<file path="src/rtl/time_set_ctrl_pkg.sv">
`default_nettype none
// ============================================================================
// Module      : time_set_ctrl_pkg
// Description : Shared state encodings and counter limits for the time-set
//               controller and its helpers.
// Revision    : 1.0 - initial release
// ============================================================================
package time_set_ctrl_pkg;

   // Controller states; the numeric values are visible on the state output.
   typedef enum logic [1:0] {
      RUN     = 2'd0,
      SET_HR  = 2'd1,
      SET_MIN = 2'd2
   } state_e;

   localparam logic [4:0] MAX_HR = 5'd23;
   localparam logic [5:0] MAX_MS = 6'd59;

endpackage : time_set_ctrl_pkg
`default_nettype wire

</file>
<file path="src/rtl/time_set_ctrl_bcd_split.sv">
`default_nettype none
// ============================================================================
// Module      : bcd_split
// Description : Combinational split of a binary 0..59 value into BCD tens
//               and units digits.
// Revision    : 1.0 - initial release
// ============================================================================
module bcd_split (
   input  logic [5:0] bin_i,
   output logic [3:0] tens_o,
   output logic [3:0] units_o
);

   logic [5:0] w_rem;

   // Comparator cascade picks the tens digit; the remainder is always < 10.
   always_comb begin
      tens_o = 4'd0;
      w_rem  = bin_i;
      if (bin_i >= 6'd50) begin
         tens_o = 4'd5;
         w_rem  = bin_i - 6'd50;
      end else if (bin_i >= 6'd40) begin
         tens_o = 4'd4;
         w_rem  = bin_i - 6'd40;
      end else if (bin_i >= 6'd30) begin
         tens_o = 4'd3;
         w_rem  = bin_i - 6'd30;
      end else if (bin_i >= 6'd20) begin
         tens_o = 4'd2;
         w_rem  = bin_i - 6'd20;
      end else if (bin_i >= 6'd10) begin
         tens_o = 4'd1;
         w_rem  = bin_i - 6'd10;
      end
      units_o = w_rem[3:0];
   end

   // Upper remainder bits are always zero for legal inputs.
   logic w_unused;
   assign w_unused = ^w_rem[5:4];

endmodule : bcd_split
`default_nettype wire

</file>
<file path="src/rtl/time_set_ctrl.sv">
`default_nettype none
// ============================================================================
// Module      : time_set_ctrl
// Description : Clock time-keeping core with a three-state set mode.
//               Keeps hours (binary), minutes (binary, shown as BCD) and
//               seconds; mode/inc pulses allow setting hour and minute.
// Revision    : 1.0 - initial release
// ============================================================================
module time_set_ctrl
   import time_set_ctrl_pkg::*;
#(
   parameter logic [4:0] RESET_HR = 5'd0
) (
   input  logic       clk,
   input  logic       rst,
   input  logic       tick,
   input  logic       mode_p,
   input  logic       inc_p,
   output logic [4:0] hr_value,
   output logic [3:0] min1,
   output logic [3:0] min0,
   output logic [5:0] sec,
   output logic [1:0] state,
   output logic       blank_hr,
   output logic       blank_min
);

   state_e     state_q, state_d;
   logic [4:0] hr_q,    hr_d;
   logic [5:0] min_q,   min_d;
   logic [5:0] sec_q,   sec_d;
   logic       blink_q, blink_d;

   // State and counter registers, asynchronously reset.
   always_ff @(posedge clk or posedge rst) begin
      if (rst) begin
         state_q <= RUN;
         hr_q    <= RESET_HR;
         min_q   <= 6'd0;
         sec_q   <= 6'd0;
         blink_q <= 1'b0;
      end else begin
         state_q <= state_d;
         hr_q    <= hr_d;
         min_q   <= min_d;
         sec_q   <= sec_d;
         blink_q <= blink_d;
      end
   end

   // Next-state logic: mode_p always wins over inc_p; ticks only count in RUN.
   always_comb begin
      state_d = state_q;
      hr_d    = hr_q;
      min_d   = min_q;
      sec_d   = sec_q;
      blink_d = blink_q;
      unique case (state_q)
         RUN: begin
            blink_d = 1'b0;
            if (tick) begin
               if (sec_q == MAX_MS) begin
                  sec_d = 6'd0;
                  if (min_q == MAX_MS) begin
                     min_d = 6'd0;
                     hr_d  = (hr_q == MAX_HR) ? 5'd0 : hr_q + 5'd1;
                  end else begin
                     min_d = min_q + 6'd1;
                  end
               end else begin
                  sec_d = sec_q + 6'd1;
               end
            end
            if (mode_p) state_d = SET_HR;
         end
         SET_HR: begin
            if (tick) blink_d = ~blink_q;
            if (mode_p) begin
               state_d = SET_MIN;
            end else if (inc_p) begin
               hr_d = (hr_q == MAX_HR) ? 5'd0 : hr_q + 5'd1;
            end
         end
         SET_MIN: begin
            if (tick) blink_d = ~blink_q;
            if (mode_p) begin
               // Leaving set mode restarts the minute from second zero.
               state_d = RUN;
               sec_d   = 6'd0;
               blink_d = 1'b0;
            end else if (inc_p) begin
               min_d = (min_q == MAX_MS) ? 6'd0 : min_q + 6'd1;
            end
         end
         default: begin
            state_d = RUN;
         end
      endcase
   end

   bcd_split u_bcd_split (
      .bin_i   (min_q),
      .tens_o  (min1),
      .units_o (min0)
   );

   assign hr_value  = hr_q;
   assign sec       = sec_q;
   assign state     = state_q;
   assign blank_hr  = (state_q == SET_HR)  & blink_q;
   assign blank_min = (state_q == SET_MIN) & blink_q;

endmodule : time_set_ctrl
`default_nettype wire
</file>
<file path="config.mk">
export PLATFORM = sky130hd
export DESIGN_NAME = time_set_ctrl
export DESIGN_NICKNAME = d
export VERILOG_FILES = /design/src/rtl/time_set_ctrl_pkg.sv /design/src/rtl/time_set_ctrl_bcd_split.sv /design/src/rtl/time_set_ctrl.sv
export SDC_FILE = /design/constraint.sdc
export NUM_CORES = 1
export LEC_CHECK = 0
export ABC_CLOCK_PERIOD_IN_PS = 3250
export BUFFER_PORTS_ARGS = -buffer_cell sky130_fd_sc_hd__buf_2
export CAP_MARGIN = 0
export CORE_ASPECT_RATIO = 0.9
export CORE_MARGIN = 4
export CORE_UTILIZATION = 53
export CTS_CLUSTER_SIZE = 16
export DETAILED_ROUTE_END_ITERATION = 12
export PLACE_DENSITY_LB_ADDON = 0.3
export SETUP_SLACK_MARGIN = 0.2
export SYNTH_ARGS = -nofsm -noshare
export SYNTH_HDL_FRONTEND = slang
export SYNTH_SLANG_ARGS = --single-unit
</file>
<file path="constraint.sdc">
create_clock -name clk -period 3.25 [get_ports clk]
set_clock_uncertainty 0.05 [all_clocks]
set_input_delay 0.325 -clock clk [delete_from_list [all_inputs] [get_ports clk]]
set_output_delay 0.325 -clock clk [all_outputs]
set_load 0.005 [all_outputs]
</file>
==> reports/results.ini, run 1 <==
[sta]
setup-violations-final = 0
period_needed_ns = 2.79
hold_viol_final = 0
timing.hold.ws_ns = 0.0760
rsz0062_at_grt = false
worstMarginPinSlew_ns = 0.762
final-max-slew-violation-count = 0
max_freq_mhz = 358
post-route-period-util_pct = 86.0
maxSlewHeadroom_pct = 49.1
fin_tns_setup_ns = 0

[clock_network]
clock_latency_ns = 0.31
numCtsBuffers = 3
clock_sinks = 20
post_cts_resized = 0
root_buffer = clkbuf_4
hold_buffers = 0
clk_pin_slew_ns = 0.12
cts_tree = yes
htreeDepth = 1
clk_path_buf_depth = 2
postCtsSetupBuffers = 0

[setup_path]
critPathRequiredTime_ns = 2.87
critPathKind = flip-flop to primary output
slowest_delay_ns = 0.50
crit_arrival_ns = 2.42
path_cells = inv_1 > ha_1 > a211oi_2 > and2b_1 > nand2_1 > a211o_1 > xnor2_1 > buf_2
ff2ff_setup_slack_ns = 1.15
rr_endpoint = hr_value[3]$_DFFE_PP0P_
r2r-start = min_q[2]$_DFFE_PP0P_
worst-path-max-fanout = 8
worst_path_max_delay_cell = dfrtp_1
reg2reg_depth = 7
crit_buf_inv = 2
cp_top_family = compound AO/OA/AOI/OAI gates
crit_path_start_kind = flip-flop
crit_path_end_kind = primary output

[drt]
vias_per_cell = 5.64
avgRoutedWirePerCell_um = 14.8
dr.pass1.iters = 5
totalWireLength_um = 3550
drc = 0
vias = 1353
drtIter0Drc = 96
ant_nets = 0

[synth]
yosysMostFrequentCell = dfrtp_1
syn_inst = 177
yosysTopAreaCellShare_pct = 31.1
netlist_area_um2 = 1610
synth_edf_count = 0
ys.flop_type = dfrtp_1
synth_commonest_cells = dfrtp_1, ha_1, o21ai_0
yosys.cell_types.count = 47
ys_async_sr_fraction_pct = 100
yosysSeqAreaShare_pct = 31.1
yosysTopAreaCell = dfrtp_1
syn_nets = 199
yosys_register_bits = 20
synth_area_per_cell_um2 = 9.08
synth.area.top_cells = dfrtp_1, ha_1, o21ai_0
synth_warnings = 0

[grt]
antenna_found_initial = 0
grt_pass1_vias = 1347
grt_usage_pct = 19.8
grt_max_degree = 21
grt_pass1_wl_um = 6020
gr-total-overflow = 0

[die]
start_util_pct = 57.1
rows = 18
io_pins = 28
core_area_um2 = 2820
die_w_um = 66.1
die-area_um2 = 3980
die_h_um = 60.3

[layout]
drive_above_1_share_pct = 21.5
diodes = 0
nets = 223
area_growth_pct = 11.2
fin_util_pct = 63.5

[placement]
dp_hpwl_um = 2720
portBuffers = 26
gp_congestion = 0.986

[run_status]
outcome = finished, final reports clean

[power]
pwr_density_cell_nw_per_um2 = 983
vdd_drop_max_mv = 0.496
leakagePower_nw = 0.862

[run]
maxCapViolCount = 0

[hold_path]
hp-class = primary input to asynchronous set/reset pin

-- cell usage in the layout, fill, tap and decap left out, types with 2 or more instances in the layout --
cell and count:
o41ai_2 2, nand2b_1 2, and2_1 3, xor2_1 5, nand3b_1 2, o21ai_0 17
nand2_1 13, and3_1 3, inv_1 13, mux2_2 4, dfrtp_1 20, ha_1 17
buf_2 26, mux2i_1 2, a21oi_1 11, nand4_1 4, a31oi_1 2, o21a_1 2
nand3_1 5, clkbuf_4 3, nor2b_1 4, o31ai_1 4, nor2_1 13
-- how the worst max path moves through the flow --
stage / from / slack (ns) / depth (start not counted) / to
2_1_floorplan: min_q[2]$_DFFE_PP0P_ / 1.13 / 7 / min0[1]
4_1_cts: min_q[2]$_DFFE_PP0P_ / 0.47 / 8 / min0[1]
3_5_place_dp: min_q[2]$_DFFE_PP0P_ / 0.85 / 8 / min0[1]
5_1_grt: min_q[2]$_DFFE_PP0P_ / 0.32 / 8 / min0[1]
6_report: min_q[2]$_DFFE_PP0P_ / 0.46 / 8 / min0[1]
3_3_place_gp: min_q[2]$_DFFE_PP0P_ / 0.84 / 8 / min0[1]
-- power by group --
part	internal [W]	switching, W
clock network	0.000125	0.0000826
registers	0.000349	0.000183
logic	0.000460	0.000558
-- metal layers --
layer / global-route usage (%) / routed length (µm) / up-vias
met3: 4.70 / 182 / 2
met5: 0 / 0 / -
met1: 23.0 / 1550 / 640
met2: 37.1 / 1800 / 37
met4: 4.35 / 20 / 0
li1: - / - / 674
-- state kept, by name (all words and copies together) (netlist names) --
name / count
state: 2
min_q: 6
hr_value: 5
sec: 6
blink_q: 1
-- through the flow --
step / total power [W] / setup slack [ns] / std cells / area (µm²)
after floorplan: 0.00125 / 1.13 / 177 / 1610
after global placement: 0.00149 / 0.844 / 236 / 1740
after detailed placement: 0.00154 / 0.848 / 236 / 1740
after CTS: 0.00175 / 0.474 / 240 / 1790
after global routing: 0.00191 / 0.316 / 240 / 1790
final: 0.00176 / 0.456 / 240 / 1790
-- cell type report --
| type | count | area (µm²) |
|---|---|---|
| Sequential cell | 20 | 500 |
| Clock inverter | 1 | 30.0 |
| Tap cell | 40 | 50.0 |
| Inverter | 13 | 48.8 |
| Timing Repair Buffer | 26 | 130 |
| Fill cell | 245 | 1030 |
| Multi-Input combinational cell | 137 | 1010 |
| Clock buffer | 3 | 22.5 |
-- cell families (layout without fill, tap and decap cells) --
| kind of cell | Yosys count | after routing | share of synthesized area, % |
|---|---|---|---|
| mux | 6 | 6 | 4.05 |
| flops | 20 | 20 | 31.1 |
| xor+xnor | 6 | 6 | 3.27 |
| compound gates | 51 | 51 | 23.3 |
| fa+ha+maj | 17 | 17 | 13.2 |
| other cells | 1 | 1 | 0.233 |
| buf+inv | 20 | 43 | 6.30 |
| simple gates | 56 | 56 | 18.4 |
-- worst register-to-register path: stages, from the launching register on --
cell and delay [ns]:
dfrtp_1 0.49, inv_1 0.22, ha_1 0.25, nand4_1 0.15, o41ai_2 0.23, nand2b_1 0.26, o21ai_0 0.24, o31ai_1 0.10
(Power assumes the default switching activity.)
==> run 2: changes to the inputs <==
--- a/config.mk
+++ b/config.mk
@@ -10,7 +10,7 @@
 export CAP_MARGIN = 0
 export CORE_ASPECT_RATIO = 0.9
 export CORE_MARGIN = 4
-export CORE_UTILIZATION = 53
+export CORE_UTILIZATION = 45
 export CTS_CLUSTER_SIZE = 16
 export DETAILED_ROUTE_END_ITERATION = 12
 export PLACE_DENSITY_LB_ADDON = 0.3
==> constraint.sdc (replaced) <==
create_clock -name clk -period 3.25 [get_ports clk]
set_clock_uncertainty 0.05 [all_clocks]
set_input_delay 0.325 -clock clk [delete_from_list [all_inputs] [get_ports clk]]
set_output_delay 0.325 -clock clk [all_outputs]
set_load 0.01 [all_outputs]
==> reports/results.ini, run 2 (synthesis gave the netlist of run 1 again) <==
[placement]
gp_congestion = 0.808  ; -18%
dp_hpwl_um = 2580  ; -4.8%
portBuffers = 26  ; unchanged
place_worst_setup_slack_ns = 0.800  ; -0.0477 ns
dpl_cell_area_um2 = 1740  ; +0.29%

[drt]
dr.pass1.iters = 4  ; -1
ant_nets = 0  ; unchanged
totalWireLength_um = 3370  ; -5.1%
drtIter0Drc = 43  ; -55%
vias_per_cell = 5.49  ; -2.7%
vias = 1339  ; -1.0%
drc = 0  ; unchanged
avgRoutedWirePerCell_um = 13.8  ; -6.6%

[die]
die_w_um = 71.0  ; +7.5%
core_area_um2 = 3400  ; +21%
start_util_pct = 47.2  ; -9.9 points
die-area_um2 = 4590  ; +15%
die_h_um = 64.7  ; +7.4%
rows = 20  ; +2
io_pins = 28  ; unchanged

[grt]
gr-total-overflow = 0  ; unchanged
grt_usage_pct = 15.3  ; -4.6 points
grt_pass1_wl_um = 5780  ; -3.9%
grt_pass1_vias = 1341  ; -0.45%
grt_max_degree = 21  ; unchanged
antenna_found_initial = 0  ; unchanged

[clock_network]
post_cts_resized = 0  ; unchanged
htreeDepth = 1  ; unchanged
cts_tree = yes
clk_pin_slew_ns = 0.08  ; -0.04 ns
numCtsBuffers = 3  ; unchanged
clk_path_buf_depth = 2  ; unchanged
root_buffer = clkbuf_8
clock_latency_ns = 0.26  ; -0.05 ns
clock_sinks = 20  ; unchanged
postCtsSetupBuffers = 0  ; unchanged
hold_buffers = 0  ; unchanged

[sta]
final-max-slew-violation-count = 0  ; unchanged
hold_viol_final = 0  ; unchanged
rsz0062_at_grt = false
max_freq_mhz = 363  ; +1.3%
period_needed_ns = 2.76  ; -0.0353 ns
setup-violations-final = 0  ; unchanged
fin_tns_setup_ns = 0  ; unchanged
worstMarginPinSlew_ns = 0.777  ; +0.0149 ns
maxSlewHeadroom_pct = 48.1  ; -1.0 points
post-route-period-util_pct = 84.9  ; -1.1 points
layout_setup_ws_ns = 0.492  ; +0.0353 ns

[power]
vdd_drop_max_mv = 0.509  ; +2.5%
power.share.switching_pct = 46.9  ; +0.077 points
p_int_w = 0.000976  ; +4.5%
seqPwrFrac_pct = 28.8  ; -1.5 points
p_switching_w = 0.000864  ; +4.8%
leakagePower_nw = 0.870  ; +0.90%
combinationalPowerShare_pct = 57.7  ; -0.2 points
pwr_density_cell_nw_per_um2 = 1020  ; +3.3%
clockPowerShare_pct = 13.5  ; +1.7 points

[layout]
nets = 223  ; unchanged
final_common_cell = buf_2
diodes = 0  ; unchanged
drive_above_1_share_pct = 21.5  ; unchanged
multi_input_area_um2 = 1010  ; unchanged
final_area_um2 = 1810  ; +1.3%
register_area_um2 = 500  ; unchanged
area_growth_pct = 12.7
n_fill_cell = 339  ; +38%
layout_common_cells = buf_2, dfrtp_1, o21ai_0, ha_1

[setup_path]
path_cells = inv_1 > ha_1 > a211oi_2 > and2b_1 > nand2_1 > a211o_1 > xnor2_1 > buf_2
worst-path-max-fanout = 8  ; unchanged
critPathRequiredTime_ns = 2.87  ; about the same
crit_arrival_ns = 2.38  ; -0.04 ns
crit_path_start_kind = flip-flop
crit_path_end_kind = primary output
critPathKind = flip-flop to primary output
slowest_delay_ns = 0.50  ; about the same
worst_path_max_delay_cell = dfrtp_1

[run_status]
outcome = finished, final reports clean

[run]
maxCapViolCount = 0  ; unchanged

[hold_path]
hp-class = primary input to asynchronous set/reset pin

[run 2: cell counts in the layout (fill, tap and decap cells not counted)]
Identical to the previous run, type by type.
[run 2: final cells by class]
class	instances	area share, %
Sequential cell	20	27.6
Multi-Input combinational cell	137	55.5
Tap cell	44	3.04
Clock inverter	1	1.66
Clock buffer	3	2.28
Inverter	13	2.69
Timing Repair Buffer	26	7.18
[run 2: through the flow]
stage	cells	utilization (%)	hold slack (ns)	total power [W]
after floorplan	177	-	0.239	0.00131
after global routing	244	53.2	0.211	0.00201
after CTS	244	53.2	0.177	0.00185
after detailed placement	240	51.1	0.459	0.00159
after global placement	240	51.1	0.446	0.00155
final	244	53.2	0.146	0.00184
[run 2: power by group through the flow]
stage	clock, W	combinational, W	sequential, W
floorplan	0	0.000807	0.000501
global placement	0	0.00103	0.000523
detailed placement	0	0.00106	0.000533
CTS	0.000253	0.00107	0.000528
global route	0.000266	0.00119	0.000553
finish	0.000248	0.00106	0.000530
[run 2: per-layer routing]
metal / GRT usage (%) / part of all wire (%) / vias to the layer above
li1: - / - / 672
met1: 20.0 / 48 / 631
met2: 25.9 / 47 / 32
met3: 3.88 / 4.2 / 4
met4: 2.35 / 0.83 / 0
met5: 0 / 0 / -
[run 2: path summary, 6_finish.rpt]
kind | from | end | slack, ns | cells past startpoint
setup / recovery | min_q[2]$_DFFE_PP0P_ | min0[1] | 0.49 | 8
hold / removal | rst | sec[4]$_DFFE_PP0P_ | 0.15 | 2
setup reg to reg | min_q[2]$_DFFE_PP0P_ | hr_value[3]$_DFFE_PP0P_ | 1.08 | 7
hold reg to reg | hr_value[4]$_DFFE_PP0P_ | hr_value[4]$_DFFE_PP0P_ | 0.48 | 1
max in group asynchronous | rst | state[1]$_DFFE_PP0P_ | 2.52 | 2
min in group clk | mode_p | state[1]$_DFFE_PP0P_ | 0.31 | 3
[run 2: critical path, delay by kind of cell (launching register included)]
family,cells,cell delay [ns]
simple gates,2,0.29
buf+inv,2,0.36
xor+xnor,1,0.14
flops,1,0.50
fa+ha+maj,1,0.28
compound gates,2,0.56
==> run 3: changes to the inputs <==
--- a/config.mk
+++ b/config.mk
@@ -5,7 +5,7 @@
 export SDC_FILE = /design/constraint.sdc
 export NUM_CORES = 1
 export LEC_CHECK = 0
-export ABC_CLOCK_PERIOD_IN_PS = 3250
+export ABC_CLOCK_PERIOD_IN_PS = 2500
 export BUFFER_PORTS_ARGS = -buffer_cell sky130_fd_sc_hd__buf_2
 export CAP_MARGIN = 0
 export CORE_ASPECT_RATIO = 0.9
==> constraint.sdc (replaced) <==
create_clock -name clk -period 2.5 [get_ports clk]
set_clock_uncertainty 0.05 [all_clocks]
set_input_delay 0.25 -clock clk [delete_from_list [all_inputs] [get_ports clk]]
set_output_delay 0.25 -clock clk [all_outputs]
set_load 0.01 [all_outputs]
==> reports/results.ini, run 3 (synthesis gave the netlist of run 1 again) <==
[hold_path]
hp-class = primary input to asynchronous set/reset pin

[clock_network]
clk_path_buf_depth = 2  ; unchanged
numCtsBuffers = 3  ; unchanged
htreeDepth = 1  ; unchanged
cts_tree = yes
clk_pin_slew_ns = 0.08  ; about the same
hold_buffers = 0  ; unchanged
root_buffer = clkbuf_8
clock_sinks = 20  ; unchanged
clock_latency_ns = 0.26  ; about the same

[grt]
met1_usage_pct = 20.3  ; +0.38 points
gr-total-overflow = 0  ; unchanged
grt_pass1_wl_um = 6040  ; +4.5%
grt.busiest_layer = met2
grt_usage_pct = 16.1  ; +0.78 points
antenna_found_initial = 0  ; unchanged
grt_max_degree = 21  ; unchanged
use_met2_pct = 28.4  ; +2.4 points
grtUsageMet3_pct = 3.88  ; unchanged
grt_pass1_vias = 1389  ; +3.6%

[sta]
timing.hold.ws_ns = 0.0774  ; -0.0687 ns
final-max-slew-violation-count = 0  ; unchanged
post-route-period-util_pct = 96.6
setup-violations-final = 0  ; unchanged
worstMarginPinSlew_ns = 0.791  ; +0.0143 ns
max_freq_mhz = 414
hold_viol_final = 0  ; unchanged
period_needed_ns = 2.42
fin_tns_setup_ns = 0  ; unchanged
maxSlewHeadroom_pct = 47.2  ; -0.96 points
rsz0062_at_grt = true

[die]
die_h_um = 64.7  ; unchanged
die-area_um2 = 4590  ; unchanged
io_pins = 28  ; unchanged
rows = 20  ; unchanged
core_area_um2 = 3400  ; unchanged
die_w_um = 71.0  ; unchanged
start_util_pct = 47.2  ; unchanged

[setup_path]
crit_arrival_ns = 2.12  ; -0.26 ns
worst_path_max_delay_cell = dfrtp_2
slowest_delay_ns = 0.47  ; -0.03 ns
critPathKind = flip-flop to primary output
reg2reg_depth = 7  ; unchanged
worst-path-max-fanout = 7  ; -1
path_cells = ha_2 > a211oi_2 > and2b_2 > nand2_1 > a211o_1 > xnor2_1 > buf_2
crit_path_start_kind = flip-flop
crit_path_end_kind = primary output
critPathRequiredTime_ns = 2.20  ; -0.67 ns

[layout]
area_growth_pct = 19.7
drive_above_1_share_pct = 31.6  ; +10 points
nets = 232  ; +4.0%
final_common_cell = buf_2
diodes = 0  ; unchanged
layout_common_cells = buf_2, o21ai_0, dfrtp_1

[power]
vdd_drop_max_mv = 0.659  ; +30%
leakagePower_nw = 0.904  ; +3.9%
pwr_density_cell_nw_per_um2 = 1340  ; +32%

[run_status]
outcome = finished, final reports clean

[placement]
dp_hpwl_um = 2580  ; unchanged
gp_congestion = 0.808  ; unchanged
portBuffers = 26  ; unchanged

[drt]
vias_per_cell = 5.47  ; -0.39%
totalWireLength_um = 3540  ; +5.1%
drtIter0Drc = 47  ; +9.3%
vias = 1383  ; +3.3%
dr.pass1.iters = 4  ; unchanged
ant_nets = 0  ; unchanged
drc = 0  ; unchanged
avgRoutedWirePerCell_um = 14.0  ; +1.3%

[run]
maxCapViolCount = 0  ; unchanged

## run 3: cell count changes in the layout (fill, tap and decap cells not counted), sizes merged
| cell | change |
|---|---|
| buf | +9 |
## run 3: final cells by class
cell class                 count  area (µm²)
multi-input combinational    137        1040
timing repair buffer          35         198
sequential                    20         505
inverter                      13        51.3
tap                           44        55.1
clock inverter                 1        30.0
clock buffer                   3        41.3
fill                         328        1480
## run 3: worst paths after layout
check                                             start                      end  slack [ns]
worst max-delay path               min_q[3]$_DFFE_PP0P_                  min0[1]        0.08
worst min-delay path                                rst       sec[3]$_DFFE_PP0P_        0.08
worst max register to register     min_q[1]$_DFFE_PP0P_  hr_value[3]$_DFFE_PP0P_        0.51
worst min register to register  hr_value[4]$_DFFE_PP0P_  hr_value[4]$_DFFE_PP0P_        0.48
max in group asynchronous                           rst     min_q[2]$_DFFE_PP0P_        1.78
min in group clk                                 mode_p     state[1]$_DFFE_PP0P_        0.24
## run 3: metrics by stage
step / instances / total power [W] / util [%] / area [µm²] / setup slack (ns)
after floorplan: 177 / 0.00170 / - / 1610 / 0.350
after global placement: 240 / 0.00202 / 51.1 / 1740 / 0.149
after detailed placement: 240 / 0.00207 / 51.1 / 1740 / 0.125
after CTS: 251 / 0.00254 / 55.8 / 1900 / 0.156
after global routing: 253 / 0.00282 / 56.5 / 1920 / -0.0184
final: 253 / 0.00259 / 56.5 / 1920 / 0.0843
## run 3: per-layer routing
metal  vias to the layer above  share of wire [%]
met2                        39                 47
met3                         4                4.3
li1                        690                  -
met5                         -                  0
met1                       650                 48
met4                         0               0.79
## run 3: power by group
part | switching [W] | internal [W]
registers | 0.000208 | 0.000462
logic | 0.000872 | 0.000723
clock network | 0.000109 | 0.000214
## run 3: repair_timing
item / in CTS / in global routing
resized for setup: 17 / 1
setup endpoints to repair: 4 / 4
pin swaps: 9 / 4
buffers inserted: 7 / 2
endpoints found under the hold margin: 0 / 0
## run 3: worst max-delay path, delay by kind of cell, from the launching register on
family	cells	cell delay, ns
AO/OA/AOI/OAI	2	0.58
flip-flops	1	0.47
AND/OR/NAND/NOR	2	0.28
adder cells (fa/ha/maj)	1	0.24
buffers and inverters	1	0.15
XOR/XNOR	1	0.14
